===== src/rtl/qtcore_scan_pkg.sv =====
// qtcore_scan_pkg: shared types and constants for the qtcore scan sequencer.
package qtcore_scan_pkg;
    localparam int BYTE_W        = 8;
    localparam int CHAIN_LEN_DEF = 256;
    typedef enum logic [1:0] {IDLE, SHIFT, RUN} state_e;
endpackage


===== src/rtl/qtcore_scan_sequencer_if.sv =====
// qtcore_scan_sequencer_if: host command/stream and core scan/proc signals of the sequencer.
interface qtcore_scan_sequencer_if #(parameter int CYC_W = 16);
    logic                               cmd_load;
    logic                               cmd_run;
    logic                               busy;
    logic                               in_valid;
    logic                               in_ready;
    logic [qtcore_scan_pkg::BYTE_W-1:0] in_data;
    logic                               out_valid;
    logic                               out_ready;
    logic [qtcore_scan_pkg::BYTE_W-1:0] out_data;
    logic                               scan_enable;
    logic                               scan_in;
    logic                               scan_out;
    logic                               proc_en;
    logic                               halt;
    logic                               load_done;
    logic                               run_done;
    logic                               timeout;
    logic [CYC_W-1:0]                   cycle_count;
    modport master (
        output cmd_load, cmd_run, in_valid, in_data, out_ready, scan_out, halt,
        input  busy, in_ready, out_valid, out_data, scan_enable, scan_in, proc_en,
               load_done, run_done, timeout, cycle_count
    );
    modport slave (
        input  cmd_load, cmd_run, in_valid, in_data, out_ready, scan_out, halt,
        output busy, in_ready, out_valid, out_data, scan_enable, scan_in, proc_en,
               load_done, run_done, timeout, cycle_count
    );
endinterface


===== src/rtl/scan_byte_serdes.sv =====
// scan_byte_serdes: byte-wide serialiser into the scan chain and deserialiser of the displaced bits.
module scan_byte_serdes
    import qtcore_scan_pkg::*;
(
    input  logic              clk,
    input  logic              rst,
    input  logic              i_active,
    input  logic              i_in_valid,
    input  logic [BYTE_W-1:0] i_in_data,
    input  logic              i_out_ready,
    input  logic              i_scan_out,
    output logic              o_in_ready,
    output logic              o_scan_enable,
    output logic              o_scan_in,
    output logic              o_out_valid,
    output logic [BYTE_W-1:0] o_out_data,
    output logic              o_byte_end
);
    localparam int IW = $clog2(BYTE_W);
    logic [IW-1:0]     r_bit_idx;
    logic [BYTE_W-1:0] r_tx;
    logic [BYTE_W-1:0] r_rx;
    logic [BYTE_W-1:0] r_out_data;
    logic              r_out_valid;
    logic              w_first;
    assign w_first       = r_bit_idx == '0;
    // A new byte is only taken once the previous readback has a free slot.
    assign o_in_ready    = i_active && w_first && (!r_out_valid || i_out_ready);
    assign o_scan_enable = w_first ? i_in_valid && o_in_ready : i_active;
    assign o_scan_in     = o_scan_enable && (w_first ? i_in_data[0] : r_tx[r_bit_idx]);
    assign o_byte_end    = o_scan_enable && r_bit_idx == IW'(BYTE_W - 1);
    assign o_out_valid   = r_out_valid;
    assign o_out_data    = r_out_data;
    always_ff @(posedge clk or posedge rst) begin
        if (rst) begin
            r_bit_idx   <= '0;
            r_tx        <= '0;
            r_rx        <= '0;
            r_out_data  <= '0;
            r_out_valid <= 1'b0;
        end else begin
            if (o_scan_enable) begin
                r_bit_idx <= r_bit_idx + 1'b1;
                r_rx      <= {i_scan_out, r_rx[BYTE_W-1:1]};
            end
            if (o_scan_enable && w_first)
                r_tx <= i_in_data;
            if (o_byte_end) begin
                r_out_data  <= {i_scan_out, r_rx[BYTE_W-1:1]};
                r_out_valid <= 1'b1;
            end else if (i_out_ready) begin
                r_out_valid <= 1'b0;
            end
        end
    end
endmodule


===== src/rtl/qtcore_scan_sequencer.sv =====
// qtcore_scan_sequencer: loads the core scan chain from a byte stream, returns the displaced
// contents, and runs the core until halt or a cycle limit.
module qtcore_scan_sequencer
    import qtcore_scan_pkg::*;
#(
    parameter int CHAIN_LEN = CHAIN_LEN_DEF,
    parameter int RUN_LIMIT = 65535,
    parameter int CYC_W     = 16
) (
    input logic                    clk,
    input logic                    rst,
    qtcore_scan_sequencer_if.slave bus
);
    localparam int NB  = CHAIN_LEN / BYTE_W;
    localparam int BIW = NB > 1 ? $clog2(NB) : 1;
    state_e           r_state;
    state_e           w_state_nx;
    logic [BIW-1:0]   r_byte_idx;
    logic [CYC_W-1:0] r_cycle_count;
    logic             r_proc_en;
    logic             r_load_done;
    logic             r_run_done;
    logic             r_timeout;
    logic             w_byte_end;
    logic             w_last;
    logic             w_go_load;
    logic             w_go_run;
    logic             w_stop_halt;
    logic             w_stop_lim;
    scan_byte_serdes u_serdes (
        .clk          (clk),
        .rst          (rst),
        .i_active     (r_state == SHIFT),
        .i_in_valid   (bus.in_valid),
        .i_in_data    (bus.in_data),
        .i_out_ready  (bus.out_ready),
        .i_scan_out   (bus.scan_out),
        .o_in_ready   (bus.in_ready),
        .o_scan_enable(bus.scan_enable),
        .o_scan_in    (bus.scan_in),
        .o_out_valid  (bus.out_valid),
        .o_out_data   (bus.out_data),
        .o_byte_end   (w_byte_end)
    );
    assign w_last      = w_byte_end && r_byte_idx == BIW'(NB - 1);
    assign w_go_load   = r_state == IDLE && bus.cmd_load;
    assign w_go_run    = r_state == IDLE && bus.cmd_run && !bus.cmd_load;
    // proc_en is only ever high inside RUN, so these need no state qualifier.
    assign w_stop_halt = r_proc_en && bus.halt;
    assign w_stop_lim  = r_proc_en && r_cycle_count == CYC_W'(RUN_LIMIT - 1);
    always_comb begin
        w_state_nx = r_state;
        w_state_nx = w_go_load ? SHIFT :
                     w_go_run ? RUN :
                     (w_last || w_stop_halt || w_stop_lim) ? IDLE : r_state;
    end
    always_ff @(posedge clk or posedge rst) begin
        if (rst)
            r_state <= IDLE;
        else
            r_state <= w_state_nx;
    end
    always_ff @(posedge clk or posedge rst) begin
        if (rst) begin
            r_byte_idx    <= '0;
            r_cycle_count <= '0;
            r_proc_en     <= 1'b0;
            r_load_done   <= 1'b0;
            r_run_done    <= 1'b0;
            r_timeout     <= 1'b0;
        end else begin
            r_byte_idx    <= w_last ? '0 : w_byte_end ? r_byte_idx + 1'b1 : r_byte_idx;
            r_proc_en     <= r_state == RUN && !w_stop_halt && !w_stop_lim;
            r_cycle_count <= w_go_run ? '0 : r_proc_en ? r_cycle_count + 1'b1 : r_cycle_count;
            r_load_done   <= w_last;
            r_run_done    <= w_stop_halt;
            r_timeout     <= w_stop_lim && !w_stop_halt;
        end
    end
    assign bus.busy        = r_state != IDLE;
    assign bus.proc_en     = r_proc_en;
    assign bus.load_done   = r_load_done;
    assign bus.run_done    = r_run_done;
    assign bus.timeout     = r_timeout;
    assign bus.cycle_count = r_cycle_count;
endmodule


===== src/flat_wrapper.sv =====
// flat-port wrapper written by rule: the top's interface ports become plain ports
module qtcore_scan_sequencer_flat import qtcore_scan_pkg::*;
#(
    parameter int CHAIN_LEN = CHAIN_LEN_DEF,
    parameter int RUN_LIMIT = 65535,
    parameter int CYC_W     = 16
)
  (clk, rst, bus_cmd_load, bus_cmd_run, bus_in_valid, bus_in_data, bus_out_ready, bus_scan_out, bus_halt, bus_busy, bus_in_ready, bus_out_valid, bus_out_data, bus_scan_enable, bus_scan_in, bus_proc_en, bus_load_done, bus_run_done, bus_timeout, bus_cycle_count);
  qtcore_scan_sequencer_if #(.CYC_W(CYC_W)) bus_i ();
  input logic clk;
  input logic rst;
  input wire logic [$bits(bus_i.cmd_load)-1:0] bus_cmd_load;
  input wire logic [$bits(bus_i.cmd_run)-1:0] bus_cmd_run;
  input wire logic [$bits(bus_i.in_valid)-1:0] bus_in_valid;
  input wire logic [$bits(bus_i.in_data)-1:0] bus_in_data;
  input wire logic [$bits(bus_i.out_ready)-1:0] bus_out_ready;
  input wire logic [$bits(bus_i.scan_out)-1:0] bus_scan_out;
  input wire logic [$bits(bus_i.halt)-1:0] bus_halt;
  output wire logic [$bits(bus_i.busy)-1:0] bus_busy;
  output wire logic [$bits(bus_i.in_ready)-1:0] bus_in_ready;
  output wire logic [$bits(bus_i.out_valid)-1:0] bus_out_valid;
  output wire logic [$bits(bus_i.out_data)-1:0] bus_out_data;
  output wire logic [$bits(bus_i.scan_enable)-1:0] bus_scan_enable;
  output wire logic [$bits(bus_i.scan_in)-1:0] bus_scan_in;
  output wire logic [$bits(bus_i.proc_en)-1:0] bus_proc_en;
  output wire logic [$bits(bus_i.load_done)-1:0] bus_load_done;
  output wire logic [$bits(bus_i.run_done)-1:0] bus_run_done;
  output wire logic [$bits(bus_i.timeout)-1:0] bus_timeout;
  output wire logic [$bits(bus_i.cycle_count)-1:0] bus_cycle_count;
  assign bus_i.cmd_load = bus_cmd_load;
  assign bus_i.cmd_run = bus_cmd_run;
  assign bus_i.in_valid = bus_in_valid;
  assign bus_i.in_data = bus_in_data;
  assign bus_i.out_ready = bus_out_ready;
  assign bus_i.scan_out = bus_scan_out;
  assign bus_i.halt = bus_halt;
  assign bus_busy = bus_i.busy;
  assign bus_in_ready = bus_i.in_ready;
  assign bus_out_valid = bus_i.out_valid;
  assign bus_out_data = bus_i.out_data;
  assign bus_scan_enable = bus_i.scan_enable;
  assign bus_scan_in = bus_i.scan_in;
  assign bus_proc_en = bus_i.proc_en;
  assign bus_load_done = bus_i.load_done;
  assign bus_run_done = bus_i.run_done;
  assign bus_timeout = bus_i.timeout;
  assign bus_cycle_count = bus_i.cycle_count;
  qtcore_scan_sequencer #(.CHAIN_LEN(CHAIN_LEN), .RUN_LIMIT(RUN_LIMIT), .CYC_W(CYC_W)) u_core (.clk(clk), .rst(rst), .bus(bus_i));
endmodule

===== config.mk =====
export PLATFORM = sky130hd
export DESIGN_NAME = qtcore_scan_sequencer_flat
export DESIGN_NICKNAME = d
export VERILOG_FILES = /design/src/rtl/qtcore_scan_pkg.sv /design/src/rtl/qtcore_scan_sequencer_if.sv /design/src/rtl/scan_byte_serdes.sv /design/src/rtl/qtcore_scan_sequencer.sv /design/src/flat_wrapper.sv
export SDC_FILE = /design/constraint.sdc
export NUM_CORES = 1
export LEC_CHECK = 0
export CAP_MARGIN = 10
export CORE_AREA = 5 5 70 97
export DETAILED_ROUTE_END_ITERATION = 8
export DIE_AREA = 0 0 75 102
export PLACE_DENSITY = 0.66
export SYNTH_ARGS = -nofsm -noshare
export SYNTH_HDL_FRONTEND = slang
export SYNTH_SLANG_ARGS = --single-unit

===== constraint.sdc =====
create_clock -name clk -period 5.5 [get_ports clk]
set_clock_uncertainty 0.2 [all_clocks]
set_input_delay 1.1 -clock clk [delete_from_list [all_inputs] [get_ports clk]]
set_output_delay 1.1 -clock clk [all_outputs]
set_load 0.03 [all_outputs]

==> results.rst <==
.. list-table::
   :header-rows: 1

   * - Metric
     - Value
   * - Slowest library cell on the worst path
     - sky130_fd_sc_hd__clkdlybuf4s50_1
   * - # H-tree levels
     - 2
   * - Post-CTS Resized
     - 0
   * - Seq/Total Area, Yosys
     - 53.25%
   * - Number of global-route vias before repair
     - 1845
   * - Critical path type
     - input pin to primary output
   * - Terminus of the critical flop-to-flop path
     - u_core.u_serdes.o_out_data[6]
   * - TNS Setup
     - 0 ns
   * - CP Depth
     - 6
   * - Most common flop cell mapped by yosys
     - sky130_fd_sc_hd__dfrtp_1
   * - Largest net degree at the start of global routing
     - 55
   * - Cell with the most instances after synthesis
     - sky130_fd_sc_hd__dfrtp_1
   * - Std-Cell Rows
     - 33
   * - Critical path data arrival time
     - 3.26 ns
   * - Number of placed I/O pins
     - 49
   * - Routability congestion estimate from global placement
     - 0.7383
   * - Clock tree from TritonCTS
     - built
   * - Clk Latency, worst-skew pair
     - 0.30 ns
   * - Count of input and output buffers
     - 48
   * - Clock Sink Count
     - 54
   * - Kind of capture point of the worst setup path
     - primary output
   * - Syn_nets
     - 228
   * - Layout cell share with drive strength beyond 1
     - 17.76%
   * - Detailed placer's ending HPWL
     - 3538 um
   * - Buffer cell driving the clock tree root
     - sky130_fd_sc_hd__clkbuf_8
   * - Critical Path End
     - bus_scan_in
   * - Cell depth of the worst flop-to-flop path
     - 6
   * - Number of pins with negative max-slew slack in the final report
     - 0
   * - Clock buffer depth
     - 2
   * - Seq cells post-synth
     - 54
   * - Height of the chip
     - 102 um
   * - # Post-CTS Setup Buffers
     - 0
   * - Final routed wirelength across all metal layers
     - 4900 um
   * - Antenna violations before repair
     - 0
   * - Leading post-synthesis cells by instance count
     - sky130_fd_sc_hd__dfrtp_1 (54), sky130_fd_sc_hd__mux2_2 (22), sky130_fd_sc_hd__nor2_1 (13)
   * - Non-filler instance count after layout
     - 329
   * - Pwr Density
     - 557.5 nW/um2
   * - Synth warn
     - 0
   * - Mapped Area
     - 2537 um2
   * - Post-synthesis instance total
     - 205
   * - FF-to-FF Start
     - u_core.u_serdes.r_bit_idx[0]
   * - Clock-pin slew on the worst setup and hold paths
     - 0.09 ns
   * - Static leakage
     - 1.379 nW
   * - Synthesized area per cell
     - 12.38 um2
   * - Hold buffers post-CTS
     - 0
   * - Placeable core region
     - 5822 um2
   * - Maximum clock frequency
     - 219.4 MHz
   * - Initial standard-cell utilization of the core
     - 43.58%
   * - Crit path cell chain
     - clkdlybuf4s50_1, nand2b_1, nand4_4, o21ai_2, and3_1, clkdlybuf4s50_1
   * - Hold Path Class
     - register to register
   * - Layout-stage area growth over the synthesis result
     - 25.99%
   * - Post-synthesis async set-or-reset flop share
     - 100.0%
   * - Post-synth EDFFs
     - 0
   * - Number of distinct library cell variants in the gate-level netlist after synthesis
     - 47
   * - Initial drt markers
     - 57
   * - Average wire per cell in the routed design
     - 14.89 um
   * - Final period utilization
     - 82.88%
   * - Post-layout minimum cycle time
     - 4.558 ns
   * - Detail Route Antenna Nets
     - 0
   * - Ratio of routed vias to standard cells
     - 5.243
   * - Die width
     - 75 um
   * - Area fraction of the dominant cell type after synthesis
     - 53.25%
   * - Total of max-cap violations
     - 0
   * - CP max stage delay
     - 0.67 ns
   * - DRT Pass-1 Iters
     - 4
   * - Status
     - finished, final reports clean
   * - Cell total after placement
     - 321
   * - Final worst slack
     - 0.9419 ns
   * - Number of vias in the routed layout
     - 1725
   * - Number of setup violations in the final report
     - 0
   * - Overall overflow remaining after global route
     - 0
   * - Worst-path maximum fanout
     - 12
   * - Final hold violations
     - 0
   * - Overall Global Routing Usage
     - 14.49%
   * - Pre-CTS setup slack
     - 0.9399 ns
   * - Synth area leaders
     - sky130_fd_sc_hd__dfrtp_1 (53%), sky130_fd_sc_hd__mux2_2 (9.8%), sky130_fd_sc_hd__ha_1 (3.5%), sky130_fd_sc_hd__xor2_1 (2.1%), sky130_fd_sc_hd__nor2_1 (1.9%)
   * - Count of unresolved DRC violations after routing
     - 0
   * - Wire length of the first global-routing pass
     - 8466 um
   * - Pin slew with the least headroom to its limit
     - 0.6648 ns
   * - Flop-to-flop setup slack
     - 3.21 ns
   * - Most frequent cell on the critical path
     - sky130_fd_sc_hd__clkdlybuf4s50_1
   * - Clock buffers created by TritonCTS
     - 5
   * - Startpoint of the worst hold path
     - u_core.u_serdes.r_tx[6]
   * - Largest delay share family, worst path
     - buffers and inverters
   * - Data required time at the worst endpoint
     - 4.20 ns
   * - Worst setup path startpoint
     - bus_out_ready
   * - Max-slew headroom
     - 55.68%
   * - Number of nets in the layout
     - 281
   * - Worst ir drop on vdd
     - 297.3 uV
   * - Critical path buffer and inverter count
     - 2
   * - Library cell occupying the most area in the post-synthesis netlist
     - sky130_fd_sc_hd__dfrtp_1
   * - DIE AREA
     - 7650 um2
   * - Diodes inserted
     - 0
   * - Total power after layout
     - 1.782 mW
   * - Post-route worst hold slack
     - 0.3060 ns
   * - Crit path launch type
     - input pin
   * - RSZ-0062 raised after global routing
     - no
==> per-stage QoR <==
stage / utilization (%) / cell area, um2
4_1_cts: 54.91 / 3197
6_report: 54.91 / 3197
2_1_floorplan: - / 2537
3_5_place_dp: 53.08 / 3090
3_3_place_gp: 53.08 / 3090
5_1_grt: 54.91 / 3197
==> how the worst min path moves through the flow <==
stage / slack (ns) / end / depth (start not counted)
after floorplan: 0.27 / u_core.r_byte_idx[3] / 2
after global placement: 0.29 / u_core.u_serdes.r_tx[2] / 1
after detailed placement: 0.29 / u_core.u_serdes.r_tx[6] / 1
after CTS: 0.31 / u_core.u_serdes.r_tx[6] / 1
after global routing: 0.33 / u_core.u_serdes.r_tx[6] / 1
final: 0.31 / u_core.u_serdes.r_tx[6] / 1
==> flip-flops by register name (all words and copies together) (netlist names) <==
| name | count |
|---|---|
| u_core.r_byte_idx | 5 |
| u_core.u_serdes.r_rx | 7 |
| u_core.bus.load_done | 1 |
| u_core.r_state | 2 |
| u_core.u_serdes.r_tx | 8 |
| u_core.u_serdes.o_out_valid | 1 |
| u_core.bus.proc_en | 1 |
| u_core.bus.cycle_count | 16 |
| u_core.bus.timeout | 1 |
| u_core.bus.run_done | 1 |
| u_core.u_serdes.r_bit_idx | 3 |
| u_core.u_serdes.o_out_data | 8 |
==> cells in the final DEF, fill, tap and decap left out, types with 2 or more instances in the layout <==
| master | n |
|---|---|
| sky130_fd_sc_hd__a21oi_1 | 5 |
| sky130_fd_sc_hd__nor2_1 | 13 |
| sky130_fd_sc_hd__and3_1 | 5 |
| sky130_fd_sc_hd__ha_1 | 7 |
| sky130_fd_sc_hd__mux2_2 | 22 |
| sky130_fd_sc_hd__nand2_1 | 10 |
| sky130_fd_sc_hd__nand2b_1 | 5 |
| sky130_fd_sc_hd__xor2_1 | 6 |
| sky130_fd_sc_hd__mux2_1 | 2 |
| sky130_fd_sc_hd__clkbuf_1 | 2 |
| sky130_fd_sc_hd__dfrtp_1 | 54 |
| sky130_fd_sc_hd__nand4_1 | 3 |
| sky130_fd_sc_hd__nand3_1 | 3 |
| sky130_fd_sc_hd__xnor2_1 | 5 |
| sky130_fd_sc_hd__mux2_4 | 2 |
| sky130_fd_sc_hd__clkbuf_8 | 5 |
| sky130_fd_sc_hd__clkdlybuf4s50_1 | 48 |
| sky130_fd_sc_hd__or4_1 | 3 |
| sky130_fd_sc_hd__inv_1 | 7 |
| sky130_fd_sc_hd__a21o_1 | 2 |
| sky130_fd_sc_hd__nor3_1 | 3 |
| sky130_fd_sc_hd__o21ai_0 | 5 |
| sky130_fd_sc_hd__o31ai_1 | 6 |
| sky130_fd_sc_hd__and2b_4 | 2 |
| sky130_fd_sc_hd__buf_4 | 2 |
| sky130_fd_sc_hd__and4_1 | 2 |
| sky130_fd_sc_hd__nand4_4 | 2 |
| sky130_fd_sc_hd__or3_1 | 3 |
| sky130_fd_sc_hd__and2_1 | 3 |
| sky130_fd_sc_hd__mux4_2 | 2 |
==> worst register-to-register path, cell delays in order, from the launching register on <==
cell and delay [ns]:
sky130_fd_sc_hd__dfrtp_1 0.46, sky130_fd_sc_hd__inv_1 0.12, sky130_fd_sc_hd__ha_1 0.19, sky130_fd_sc_hd__and2b_4 0.19
sky130_fd_sc_hd__a21boi_2 0.34, sky130_fd_sc_hd__or2_1 0.35, sky130_fd_sc_hd__mux2_4 0.33
==> power breakdown <==
group          switching [mW]  internal [mW]
Combinational           0.404          0.403
Sequential              0.155          0.562
Clock                   0.122          0.136
Total                   0.681           1.10
==> kinds of logic after synthesis <==
group | synth area share [%]
mux | 13.61
simple gates | 16.47
fa+ha+maj | 3.452
buf+inv | 2.367
xor+xnor | 3.797
compound gates | 7.051
flops | 53.25
==> final cells by class <==
cell class | count | area [um2]
Clock buffer | 7 | 76.32
Clock inverter | 1 | 30.03
Fill cell | 508 | 2625
Inverter | 8 | 30.03
Multi-Input combinational cell | 139 | 1126
Sequential cell | 54 | 1351
Tap cell | 70 | 87.58
Timing Repair Buffer | 50 | 495.5
==> metal layers <==
| layer | global-route usage [%] | share of wire, % | vias up |
|---|---|---|---|
| li1 | - | - | 840 |
| met5 | 0 | 0 | - |
| met2 | 23.96 | 48 | 47 |
| met1 | 18.16 | 45 | 831 |
| met4 | 5.068 | 1.8 | 0 |
| met3 | 3.740 | 5.7 | 7 |
No activity file was read; power rests on OpenSTA's default activity.
